===== src/rtl/demux_sweep_ctrl_if.sv =====
// Handshake and channel bus between a word producer / channel consumers and demux_sweep_ctrl.
// The controller drives in_ready, sel, ch_data, ch_valid, busy and sweep_done.
interface demux_sweep_ctrl_if #(
  parameter int unsigned DW  = 4,
  parameter int unsigned NCH = 8
) ();
  logic                start;
  logic                mode;
  logic                stop;
  logic [DW-1:0]       in_data;
  logic [2:0]          in_sel;
  logic                in_valid;
  logic                in_ready;
  logic [2:0]          sel;
  logic [DW*NCH-1:0]   ch_data;
  logic [NCH-1:0]      ch_valid;
  logic [NCH-1:0]      ch_ack;
  logic                busy;
  logic                sweep_done;

  modport master (
    output start, mode, stop, in_data, in_sel, in_valid, ch_ack,
    input  in_ready, sel, ch_data, ch_valid, busy, sweep_done
  );

  modport slave (
    input  start, mode, stop, in_data, in_sel, in_valid, ch_ack,
    output in_ready, sel, ch_data, ch_valid, busy, sweep_done
  );
endinterface


===== src/rtl/demux_sweep_ctrl.sv =====
// Sequencing controller for the 1-to-8 demux: sweep or addressed routing into per-channel holding registers.
// Optional stall cycle counter output enabled by defining DEMUX_CTRL_STALL_CNT_EN.
module demux_sweep_ctrl #(
  parameter int unsigned DW  = 4,
  parameter int unsigned NCH = 8
) (
  input  logic               clk,
  input  logic               rst_n,
  demux_sweep_ctrl_if.slave  bus
`ifdef DEMUX_CTRL_STALL_CNT_EN
  ,
  output logic [7:0]         stall_cnt
`endif
);

  localparam int unsigned SW = 3;
  localparam int unsigned CW = 8;

  typedef enum logic [1:0] {
    S_IDLE  = 2'd0,
    S_SWEEP = 2'd1,
    S_ADDR  = 2'd2
  } state_e;

  state_e              state_q, state_d;
  logic [SW-1:0]       ptr_q, ptr_d;
  logic [SW-1:0]       sel_q, sel_d;
  logic [DW*NCH-1:0]   ch_data_q, ch_data_d;
  logic [NCH-1:0]      ch_valid_q, ch_valid_d;
  logic                sweep_done_q, sweep_done_d;

  logic [SW-1:0]       target_c;
  logic                in_ready_c;
  logic                wr_c;

  // Channel being offered the current word, and whether it can take it.
  always_comb begin
    target_c   = (state_q == S_ADDR) ? bus.in_sel : ptr_q;
    in_ready_c = (state_q != S_IDLE) &&
                 (!ch_valid_q[target_c] || bus.ch_ack[target_c]);
    // stop wins over a same-cycle accept in both active states
    wr_c       = bus.in_valid && in_ready_c && !bus.stop;
  end

  always_comb begin
    state_d      = state_q;
    ptr_d        = ptr_q;
    sel_d        = sel_q;
    ch_data_d    = ch_data_q;
    ch_valid_d   = ch_valid_q & ~bus.ch_ack;
    sweep_done_d = 1'b0;

    if (wr_c) begin
      sel_d = target_c;
      for (int unsigned i = 0; i < NCH; i++) begin
        if (target_c == SW'(i)) begin
          ch_valid_d[i]          = 1'b1;
          ch_data_d[i*DW +: DW]  = bus.in_data;
        end
      end
    end

    case (state_q)
      S_IDLE: begin
        if (bus.start) begin
          ptr_d   = '0;
          state_d = bus.mode ? S_ADDR : S_SWEEP;
        end
      end
      S_SWEEP: begin
        if (bus.stop) begin
          ptr_d   = '0;
          state_d = S_IDLE;
        end else if (wr_c) begin
          if (ptr_q == SW'(NCH - 1)) begin
            ptr_d        = '0;
            sweep_done_d = 1'b1;
            state_d      = S_IDLE;
          end else begin
            ptr_d = ptr_q + SW'(1);
          end
        end
      end
      S_ADDR: begin
        if (bus.stop) begin
          state_d = S_IDLE;
        end
      end
      default: begin
        state_d = S_IDLE;
      end
    endcase
  end

  always_ff @(posedge clk) begin
    if (!rst_n) begin
      state_q      <= S_IDLE;
      ptr_q        <= '0;
      sel_q        <= '0;
      ch_data_q    <= '0;
      ch_valid_q   <= '0;
      sweep_done_q <= 1'b0;
    end else begin
      state_q      <= state_d;
      ptr_q        <= ptr_d;
      sel_q        <= sel_d;
      ch_data_q    <= ch_data_d;
      ch_valid_q   <= ch_valid_d;
      sweep_done_q <= sweep_done_d;
    end
  end

  assign bus.in_ready   = in_ready_c;
  assign bus.sel        = sel_q;
  assign bus.ch_data    = ch_data_q;
  assign bus.ch_valid   = ch_valid_q;
  assign bus.busy       = (state_q != S_IDLE);
  assign bus.sweep_done = sweep_done_q;

`ifdef DEMUX_CTRL_STALL_CNT_EN
  logic [CW-1:0] stall_q, stall_d;

  // Saturating count of cycles where an offered word is held off.
  always_comb begin
    stall_d = stall_q;
    if (state_q == S_IDLE && bus.start) begin
      stall_d = '0;
    end else if (state_q != S_IDLE && bus.in_valid && !in_ready_c &&
                 stall_q != {CW{1'b1}}) begin
      stall_d = stall_q + CW'(1);
    end
  end

  always_ff @(posedge clk) begin
    if (!rst_n) begin
      stall_q <= '0;
    end else begin
      stall_q <= stall_d;
    end
  end

  assign stall_cnt = stall_q;
`endif

endmodule


===== src/flat_wrapper.sv =====
// flat-port wrapper written by rule: the top's interface ports become plain ports
module demux_sweep_ctrl_flat 
#(
  parameter int unsigned DW  = 4,
  parameter int unsigned NCH = 8
)
  (clk, rst_n, bus_start, bus_mode, bus_stop, bus_in_data, bus_in_sel, bus_in_valid, bus_ch_ack, bus_in_ready, bus_sel, bus_ch_data, bus_ch_valid, bus_busy, bus_sweep_done);
  demux_sweep_ctrl_if #(.DW(DW), .NCH(NCH)) bus_i ();
  input  logic clk;
  input  logic rst_n;
  input wire logic [$bits(bus_i.start)-1:0] bus_start;
  input wire logic [$bits(bus_i.mode)-1:0] bus_mode;
  input wire logic [$bits(bus_i.stop)-1:0] bus_stop;
  input wire logic [$bits(bus_i.in_data)-1:0] bus_in_data;
  input wire logic [$bits(bus_i.in_sel)-1:0] bus_in_sel;
  input wire logic [$bits(bus_i.in_valid)-1:0] bus_in_valid;
  input wire logic [$bits(bus_i.ch_ack)-1:0] bus_ch_ack;
  output wire logic [$bits(bus_i.in_ready)-1:0] bus_in_ready;
  output wire logic [$bits(bus_i.sel)-1:0] bus_sel;
  output wire logic [$bits(bus_i.ch_data)-1:0] bus_ch_data;
  output wire logic [$bits(bus_i.ch_valid)-1:0] bus_ch_valid;
  output wire logic [$bits(bus_i.busy)-1:0] bus_busy;
  output wire logic [$bits(bus_i.sweep_done)-1:0] bus_sweep_done;
  assign bus_i.start = bus_start;
  assign bus_i.mode = bus_mode;
  assign bus_i.stop = bus_stop;
  assign bus_i.in_data = bus_in_data;
  assign bus_i.in_sel = bus_in_sel;
  assign bus_i.in_valid = bus_in_valid;
  assign bus_i.ch_ack = bus_ch_ack;
  assign bus_in_ready = bus_i.in_ready;
  assign bus_sel = bus_i.sel;
  assign bus_ch_data = bus_i.ch_data;
  assign bus_ch_valid = bus_i.ch_valid;
  assign bus_busy = bus_i.busy;
  assign bus_sweep_done = bus_i.sweep_done;
  demux_sweep_ctrl #(.DW(DW), .NCH(NCH)) u_core (.clk(clk), .rst_n(rst_n), .bus(bus_i));
endmodule

===== config.mk =====
export PLATFORM = sky130hd
export DESIGN_NAME = demux_sweep_ctrl_flat
export DESIGN_NICKNAME = d
export VERILOG_FILES = /design/src/rtl/demux_sweep_ctrl_if.sv /design/src/rtl/demux_sweep_ctrl.sv /design/src/flat_wrapper.sv
export SDC_FILE = /design/constraint.sdc
export NUM_CORES = 1
export LEC_CHECK = 0
export CORE_MARGIN = 2
export CORE_UTILIZATION = 45
export CTS_BUF_LIST = sky130_fd_sc_hd__clkbuf_4 sky130_fd_sc_hd__clkbuf_8 sky130_fd_sc_hd__clkbuf_16
export CTS_CLUSTER_DIAMETER = 100
export DETAILED_ROUTE_END_ITERATION = 6
export PLACE_DENSITY = 0.76
export SLEW_MARGIN = 20
export SYNTH_ARGS = -nofsm -noshare
export SYNTH_HDL_FRONTEND = slang
export SYNTH_SLANG_ARGS = --single-unit

===== constraint.sdc =====
create_clock -name clk -period 2.7 [get_ports clk]
set_input_delay 0.675 -clock clk [delete_from_list [all_inputs] [get_ports clk]]
set_output_delay 0.675 -clock clk [all_outputs]
set_load 0.02 [all_outputs]

; Word level (Yosys, flattened, before mapping)
; Cells that the tools add are included.
[op_classes]
n_lt_le_gt_ge = 1
n_div = 0
shift = 0
reduce_logical = 21
add_sub_neg = 1
mux = 27
eq_ne = 14
mul = 0
n_bitwise = 5
[ops]
columns = op, count
row1 = AND reduction 2 bit, 8
row2 = "== test 3 bit, second input constant", 5
row3 = two-way mux 3 bit, 5
row4 = two-way mux 2 bit, 6
row5 = two-way mux 1 bit, 11
row6 = AND 8 bit, 1
row7 = two-way mux 8 bit, 1
row8 = inverter 8 bit, 1
row9 = binary-select mux 1 bit (select 3 bit), 2
row10 = "== test 3 x 2 -> 1 bit, second input constant", 2
row11 = "inequality test 3 x 2 -> 1 bit, second input constant", 2
row12 = one-hot mux 2 bit (3 select lines), 1
row13 = one-hot mux 3 bit (2 select lines), 1
row14 = "< comparator 3 x 4 -> 1 bit, second input constant", 1
row15 = "inequality test 2 bit, second input constant", 2
row16 = AND reduction 4 bit, 1
row17 = nonzero test 2 bit, 2
row18 = OR reduction 4 bit, 1
row19 = "adder 3 x 1 -> 3 bit, second input constant", 1
row20 = "== test 3 x 1 -> 1 bit, second input constant", 1
row21 = logical AND 1 bit, 3
row22 = zero test 3 bit, 1
row23 = inverter 1 bit, 3
row24 = AND reduction 3 bit, 1
row25 = 5 further kinds, 6
[word_totals]
output_inout_bits = 46
mem_bits_ro = 0
latch_bits = 0
word_cells = 82
ramBits = 0
memories = 0
in_bits = 21
register_bits = 49

; Logic depth before layout (Yosys ltp)
; Gate-level depths: netlist of the first run.
[depth]
word_depth = 12
ltp_mapped = 10
mapped_depth_nobuf = 6

; Worst setup path before layout of the first run
; Ideal clock, no wire load.
[synth_timing]
path_type = input to output
startpoint = in bus_in_sel[1]
endpoint = out bus_in_ready
arrival_ns = 1.930
cell_stages = 7
slack_ns = 0.095
path_buffers = 1
cell_sequence = nand3b_1 o21a_1 buf_6 mux2i_1 a2bb2oi_2 nand3_2 nor2_1
[synth_between]
elab_chain_len = 6
[synth_rtl]
columns = item, line_no
row1 = from (decl), flat_wrapper.sv:15  ; input wire logic [$bits(bus_i.in_sel)-1:0] bus_in_sel;
row2 = two-way mux 3 bit *, demux_sweep_ctrl.sv:38  ; target_c = (state_q == S_ADDR) ? bus.in_sel : ptr_q;
row3 = binary-select mux 1 bit (select 3 bit), demux_sweep_ctrl.sv:40  ; (!ch_valid_q[target_c] || bus.ch_ack[target_c]);
row4 = two-way mux 1 bit (not written as such), demux_sweep_ctrl.sv:40
row5 = zero test 1 bit, demux_sweep_ctrl.sv:40
row6 = logical OR 1 bit *, demux_sweep_ctrl.sv:40
row7 = logical AND 1 bit *, demux_sweep_ctrl.sv:39  ; in_ready_c = (state_q != S_IDLE) &&
row8 = to (decl), flat_wrapper.sv:18  ; output wire logic [$bits(bus_i.in_ready)-1:0] bus_in_ready;
; Every way passes the cells marked *; elsewhere a longest branch is shown, timed or not. The select of a mux whose other input is x is not followed.

; Final worst setup path of the first run
[layout_timing]
startpoint = in bus_ch_ack[3]
endpoint = out bus_in_ready
[layout_between]
elab_chain_len = 4
[layout_rtl]
columns = item, line_no
row1 = from (decl), flat_wrapper.sv:17  ; input wire logic [$bits(bus_i.ch_ack)-1:0] bus_ch_ack;
row2 = binary-select mux 1 bit (select 3 bit), demux_sweep_ctrl.sv:40
row3 = two-way mux 1 bit (not written as such), demux_sweep_ctrl.sv:40
row4 = logical OR 1 bit, demux_sweep_ctrl.sv:40
row5 = logical AND 1 bit, demux_sweep_ctrl.sv:39
; No other way between the ends. The select of a mux whose other input is x is not followed.

==> flow_metrics.env, run 1 <==
export IMPL_status="finished, final reports clean"
export IMPL_clkLatencyLatePin_ps=300
export IMPL_synth_distinct_cells=35
export IMPL_drt_total_wl_um=5790
export IMPL_final_area_um2=3340
export IMPL_synth_common_cells="49 x dfxtp_1, 41 x mux2i_1, 41 x nor2_1"
export IMPL_port_buffers=66
export IMPL_slowest_delay_ps=450
export IMPL_arrival_ps=1920
export IMPL_ys_async_sr_fraction_pct=0
export IMPL_coreArea_um2=5010
export IMPL_nNetsFinal=353
export IMPL_overflow=0
export IMPL_syn_area_um2=2300
export IMPL_worst_path_max_fanout=2
export IMPL_via_per_inst=5.00
export IMPL_place_inst=383
export IMPL_num_rows=26
export IMPL_cts_tree="yes"
export IMPL_yosys_top_cells_area="dfxtp_1 43%, mux2i_1 18%, nor2_1 6.7%, nand2_1 4.2%, buf_6 2.4%"
export IMPL_worstSetupStartpoint="bus_ch_ack[3]"
export IMPL_dp_hpwl_um=4160
export IMPL_clockBufferDepth=2
export IMPL_whs_path_depth=2
export IMPL_drt_wirelength_per_cell_um=14.4
export IMPL_hold_viol=0
export IMPL_critPathCaptureType="primary output"
export IMPL_stdcell_count=401
export IMPL_ff2ff_path_depth=14
export IMPL_drtIter0Drc=57
export IMPL_grt_max_degree=38
export IMPL_io_pins=67
export IMPL_syn_area_per_cell_um2=9.98
export IMPL_drive_gt1_share_pct=21.1
export IMPL_power_density_nw_per_um2=401
export IMPL_synthesis_nets=254
export IMPL_num_vias=2007
export IMPL_critPathRequiredTime_ps=2030
export IMPL_diodes=0
export IMPL_finalPower_mw=1.34
export IMPL_finalCriticalPeriod_ps=2590
export IMPL_maxSlewViolCount=0
export IMPL_die_width_um=75.6
export IMPL_grt_pass1_vias=2026
export IMPL_drv_cap=0
export IMPL_synthFlopType="dfxtp_1"
export IMPL_synth_area_leader_cell="dfxtp_1"
export IMPL_worst_pin_slew_ps=395
export IMPL_grt_usage_pct=22.4
export IMPL_period_share_pct=96.0
export IMPL_worstPathCellList="clkdlybuf4s50_1, nor2b_1, mux2i_1, a2bb2oi_2, nand3_2, nor2_1, buf_4"
export IMPL_worstSetupPathType="primary input to primary output"
export IMPL_postLayoutCoreUtil_pct=66.7
export IMPL_antenna_left=0
export IMPL_placed_area_um2=3180
export IMPL_max_slew_margin_pct=73.6
export IMPL_area_growth_synth_to_final_pct=45.0
export IMPL_antenna_found_initial=0
export IMPL_clock_skew_ps=2.31
export IMPL_start_kind="primary input"
export IMPL_synth_most_common_cell="dfxtp_1"
export IMPL_root_buffer="clkbuf_8"
export IMPL_crit_slowest_cell="clkdlybuf4s50_1"
export IMPL_synth_top_area_share_pct=42.6
export IMPL_first_pass_iters=4
export IMPL_hold_buffers=0
export IMPL_seq_area_frac_synth_pct=42.6
export IMPL_start_util_pct=46.0
export IMPL_rsz0062_at_grt="no"
export IMPL_r2r_start="u_core.state_q[0]"
export IMPL_clk_pin_slew_ps=90
export IMPL_syn_inst=231
export IMPL_drc=0
export IMPL_dieArea_um2=5710
export IMPL_cts_htree_levels=2
export IMPL_cts_sinks=49
export IMPL_die_height_um=75.6
export IMPL_grt_first_pass_wirelength_um=9630
export IMPL_yosysWarnings=0
export IMPL_vdd_drop_max_uv=326
export IMPL_cts_buffers=5
export IMPL_ys_ff_latch=49
export IMPL_p_leak_nw=1.42
export IMPL_hold_path_startpoint="u_core.bus.ch_data[21]"
export IMPL_synth_edf_count=0
export IMPL_place_congestion=0.782
export IMPL_max_freq_mhz=386
export IMPL_setup_viol=0
export IMPL_min_path_type="register to register"
==> logic make-up after synthesis <==
family | share of synthesized area (%)
simple gates | 20.6
flops | 42.6
mux | 21.2
compound gates | 9.66
buf+inv | 4.89
fa+ha+maj | 1.09
==> critical path, delay by kind of cell <==
kind | cells | cell delay, ps
buffers and inverters | 2 | 590
AND/OR/NAND/NOR | 3 | 280
multiplexers | 1 | 170
AO/OA/AOI/OAI | 1 | 200
==> where the power goes <==
part | switching [mW] | leakage [nW] | internal, mW
registers | 0.00377 | 0.395 | 0.727
clock network | 0.243 | 0.0512 | 0.208
logic | 0.0803 | 0.974 | 0.0786
total | 0.327 | 1.42 | 1.01
==> per-stage QoR <==
stage | setup WS [ps] | TNS, ps | hold slack [ps]
CTS | 6.07 | 0 | 473
global placement | -598 | -598 | 446
global route | 14.8 | 0 | 480
finish | 107 | 0 | 466
detailed placement | -656 | -754 | 461
floorplan | 95.4 | 0 | 468
==> metal layers <==
metal  part of all wire [%]  global-route usage (%)  routed length [µm]
met2                     49                    37.2                2820
met4                    1.7                    7.02                 100
met1                     43                    28.1                2500
met5                      0                       0                   0
met3                    6.4                    6.48                 371
==> layout by cell type, fill, tap and decap left out, types with 2 or more instances in the layout <==
master	count
a2111oi_4	2
a211oi_1	2
a21oi_1	7
buf_4	38
clkbuf_8	6
clkdlybuf4s50_1	61
dfxtp_1	48
dlygate4sd2_1	3
ha_1	2
inv_1	9
mux2_2	2
mux2i_1	41
mux2i_4	2
nand2_1	26
nand2b_1	6
nand3b_1	2
nand4_2	4
nor2_1	41
nor2b_1	3
nor3_1	2
o211ai_2	2
or3_1	2
==> state kept, by name (all words and copies together), names as in the netlist <==
register               count
u_core.bus.ch_data        32
u_core.bus.ch_valid        8
u_core.bus.sel             3
u_core.ptr_q               3
u_core.state_q             2
u_core.bus.sweep_done      1
==> path summary, 6_finish.rpt <==
path | to | slack, ps
worst max register to register | u_core.ptr_q[0] | 220
worst max-delay path | bus_in_ready | 110
worst min-delay path | u_core.bus.ch_data[21] | 470
worst min register to register | u_core.bus.ch_data[21] | 470
==> area by class of cell <==
type / count / area, µm²
fillers: 433 / 1670
multi-input cells: 162 / 1210
flip-flops and latches: 49 / 982
repair buffers: 103 / 927
well taps: 70 / 87.6
clock buffers: 6 / 82.6
inverters: 9 / 33.8
clock inverters: 2 / 13.8
==> repair_timing <==
action                                  CTS  global route
endpoints found under the setup margin    1             7
setup buffers                             8             2
pin swaps                                 4             4
resized for setup                        10             3
(Power assumes the default switching activity.)
==> inputs of run 2 (changes only) <==
--- a/config.mk
+++ b/config.mk
@@ -10,7 +10,7 @@
 export CTS_BUF_LIST = sky130_fd_sc_hd__clkbuf_4 sky130_fd_sc_hd__clkbuf_8 sky130_fd_sc_hd__clkbuf_16
 export CTS_CLUSTER_DIAMETER = 100
 export DETAILED_ROUTE_END_ITERATION = 6
-export PLACE_DENSITY = 0.76
+export PLACE_DENSITY = 0.85
 export SLEW_MARGIN = 20
 export SYNTH_ARGS = -nofsm -noshare
 export SYNTH_HDL_FRONTEND = slang
==> run 2 against run 1 <==
Die area is the same. Count of clock-buffer cells in the layout unchanged. Worst setup slack better by 20 ps. Clock power is 0.9% lower. Utilization fell by 0.40 points. Critical path depth is the same. Critical endpoint unchanged.
==> flow_metrics.env, run 2 (same netlist as run 1, synthesis figures left out) <==
export IMPL_area_growth_synth_to_final_pct=44.1
export IMPL_vdd_drop_max_uv=340
export IMPL_drv_cap=0
export IMPL_grt_max_degree=38
export IMPL_start_kind="primary input"
export IMPL_drive_gt1_share_pct=21.3
export IMPL_cp_depth=7
export IMPL_num_rows=26
export IMPL_slowest_delay_ps=450
export IMPL_via_per_inst=4.93
export IMPL_setup_tns_ps=0
export IMPL_max_slew_margin_pct=72.6
export IMPL_period_share_pct=95.3
export IMPL_clkLatencyLatePin_ps=300
export IMPL_cts_htree_levels=2
export IMPL_coreArea_um2=5010
export IMPL_dieArea_um2=5710
export IMPL_place_congestion=0.806
export IMPL_hold_buffers=0
export IMPL_p_leak_nw=1.39
export IMPL_crit_slowest_cell="clkdlybuf4s50_1"
export IMPL_drt_total_wl_um=5720
export IMPL_worst_pin_slew_ps=408
export IMPL_rsz0062_at_grt="no"
export IMPL_whs_path_depth=2
export IMPL_cts_buffers=5
export IMPL_postLayoutCoreUtil_pct=66.3
export IMPL_finalPower_mw=1.34
export IMPL_finalCriticalPeriod_ps=2570
export IMPL_io_pins=67
export IMPL_status="finished, final reports clean"
export IMPL_critPathCaptureType="primary output"
export IMPL_root_buffer="clkbuf_8"
export IMPL_clockBufferDepth=2
export IMPL_drt_wirelength_per_cell_um=14.4
export IMPL_ff2ff_path_depth=14
export IMPL_power_density_nw_per_um2=402
export IMPL_grt_usage_pct=20.9
export IMPL_crit_buf_inv=2
export IMPL_max_freq_mhz=389
export IMPL_clock_skew_ps=6.62
export IMPL_worst_path_max_fanout=2
export IMPL_cts_sinks=49
export IMPL_place_inst=380
export IMPL_final_common_cell="clkdlybuf4s50_1"
export IMPL_min_path_type="register to register"
export IMPL_antenna_left=0
export IMPL_largest_reg_flops=32
export IMPL_grt_pass1_vias=1992
export IMPL_die_height_um=75.6
export IMPL_die_width_um=75.6
export IMPL_clk_pin_slew_ps=100
export IMPL_first_pass_iters=4
export IMPL_worstSetupPathType="primary input to primary output"
export IMPL_num_vias=1963
export IMPL_maxSlewViolCount=0
export IMPL_dp_hpwl_um=4170
export IMPL_grt_first_pass_wirelength_um=9200
export IMPL_cts_tree="yes"
export IMPL_drc=0
export IMPL_antenna_found_initial=0
export IMPL_final_cell_mix="61 x clkdlybuf4s50_1, 48 x dfxtp_1, 40 x nor2_1, 40 x mux2i_1, 34 x buf_4"
export IMPL_critPathRequiredTime_ps=2030
export IMPL_overflow=0
export IMPL_arrival_ps=1900
export IMPL_path_delay_family="buffers and inverters"
export IMPL_stdcell_count=398
export IMPL_port_buffers=66
export IMPL_drtIter0Drc=44
export IMPL_holdWs_ps=467
export IMPL_setup_viol=0
export IMPL_nNetsFinal=350
export IMPL_worstPathCellList="clkdlybuf4s50_1, nor2b_1, mux2i_2, a2bb2oi_2, nand3_2, nor2_2, buf_6"
export IMPL_diodes=0
export IMPL_hold_viol=0
export IMPL_start_util_pct=46.0
[run 2: changes by cell type in the layout (fill, tap and decap cells not counted), sizes merged]
cell | before | now
buf | 38 | 35
clkinv | 2 | 0
clkinvlp | 0 | 2
[run 2: repair_timing]
action	4_1_cts	5_1_grt
buffers inserted	10	0
resized for setup	10	6
endpoints found under the setup margin	1	4
pin swaps	4	3
endpoints found under the hold margin	0	0
[run 2: stage by stage]
step / cell area, µm² / setup WS (ps)
6_report: 3320 / 127
3_5_place_dp: 3150 / -683
4_1_cts: 3310 / 24.2
2_1_floorplan: 2300 / 95.4
3_3_place_gp: 3150 / -642
5_1_grt: 3320 / 11.1
[run 2: report_power, final]
group	switching, mW	total, mW	leakage, nW	internal [mW]
logic	0.0799	0.157	0.952	0.0773
clock network	0.254	0.447	0.0408	0.193
registers	0.00399	0.731	0.395	0.727
total	0.338	1.34	1.39	0.998
[run 2: path summary, 6_finish.rpt]
kind,endpoint,from,slack [ps]
worst min register to register,u_core.bus.ch_data[22],u_core.bus.ch_data[22],470
worst max register to register,u_core.ptr_q[0],u_core.state_q[1],190
worst min-delay path,u_core.bus.ch_data[22],u_core.bus.ch_data[22],470
worst max-delay path,bus_in_ready,bus_ch_ack[1],130
[run 2: cell type report]
| cell class | instances | area, µm² |
|---|---|---|
| fillers | 405 | 1690 |
| multi-input cells | 162 | 1220 |
| flip-flops and latches | 49 | 982 |
| repair buffers | 100 | 908 |
| well taps | 70 | 87.6 |
| clock buffers | 6 | 76.3 |
| inverters | 9 | 33.8 |
| clock inverters | 2 | 15.0 |
[run 2: routing by layer]
metal	part of all wire (%)	global-route usage, %	vias to the layer above	routed length (µm)
li1	-	-	978	-
met1	41	24.0	926	2320
met2	51	37.8	51	2930
met3	7.3	7.54	8	419
met4	0.96	3.90	0	55
met5	0	0	-	0
[run 2: worst min-delay path: stages, from the launching register on]
cell	delay, ps
dfxtp_1	320
nand2_1	50
mux2i_1	60
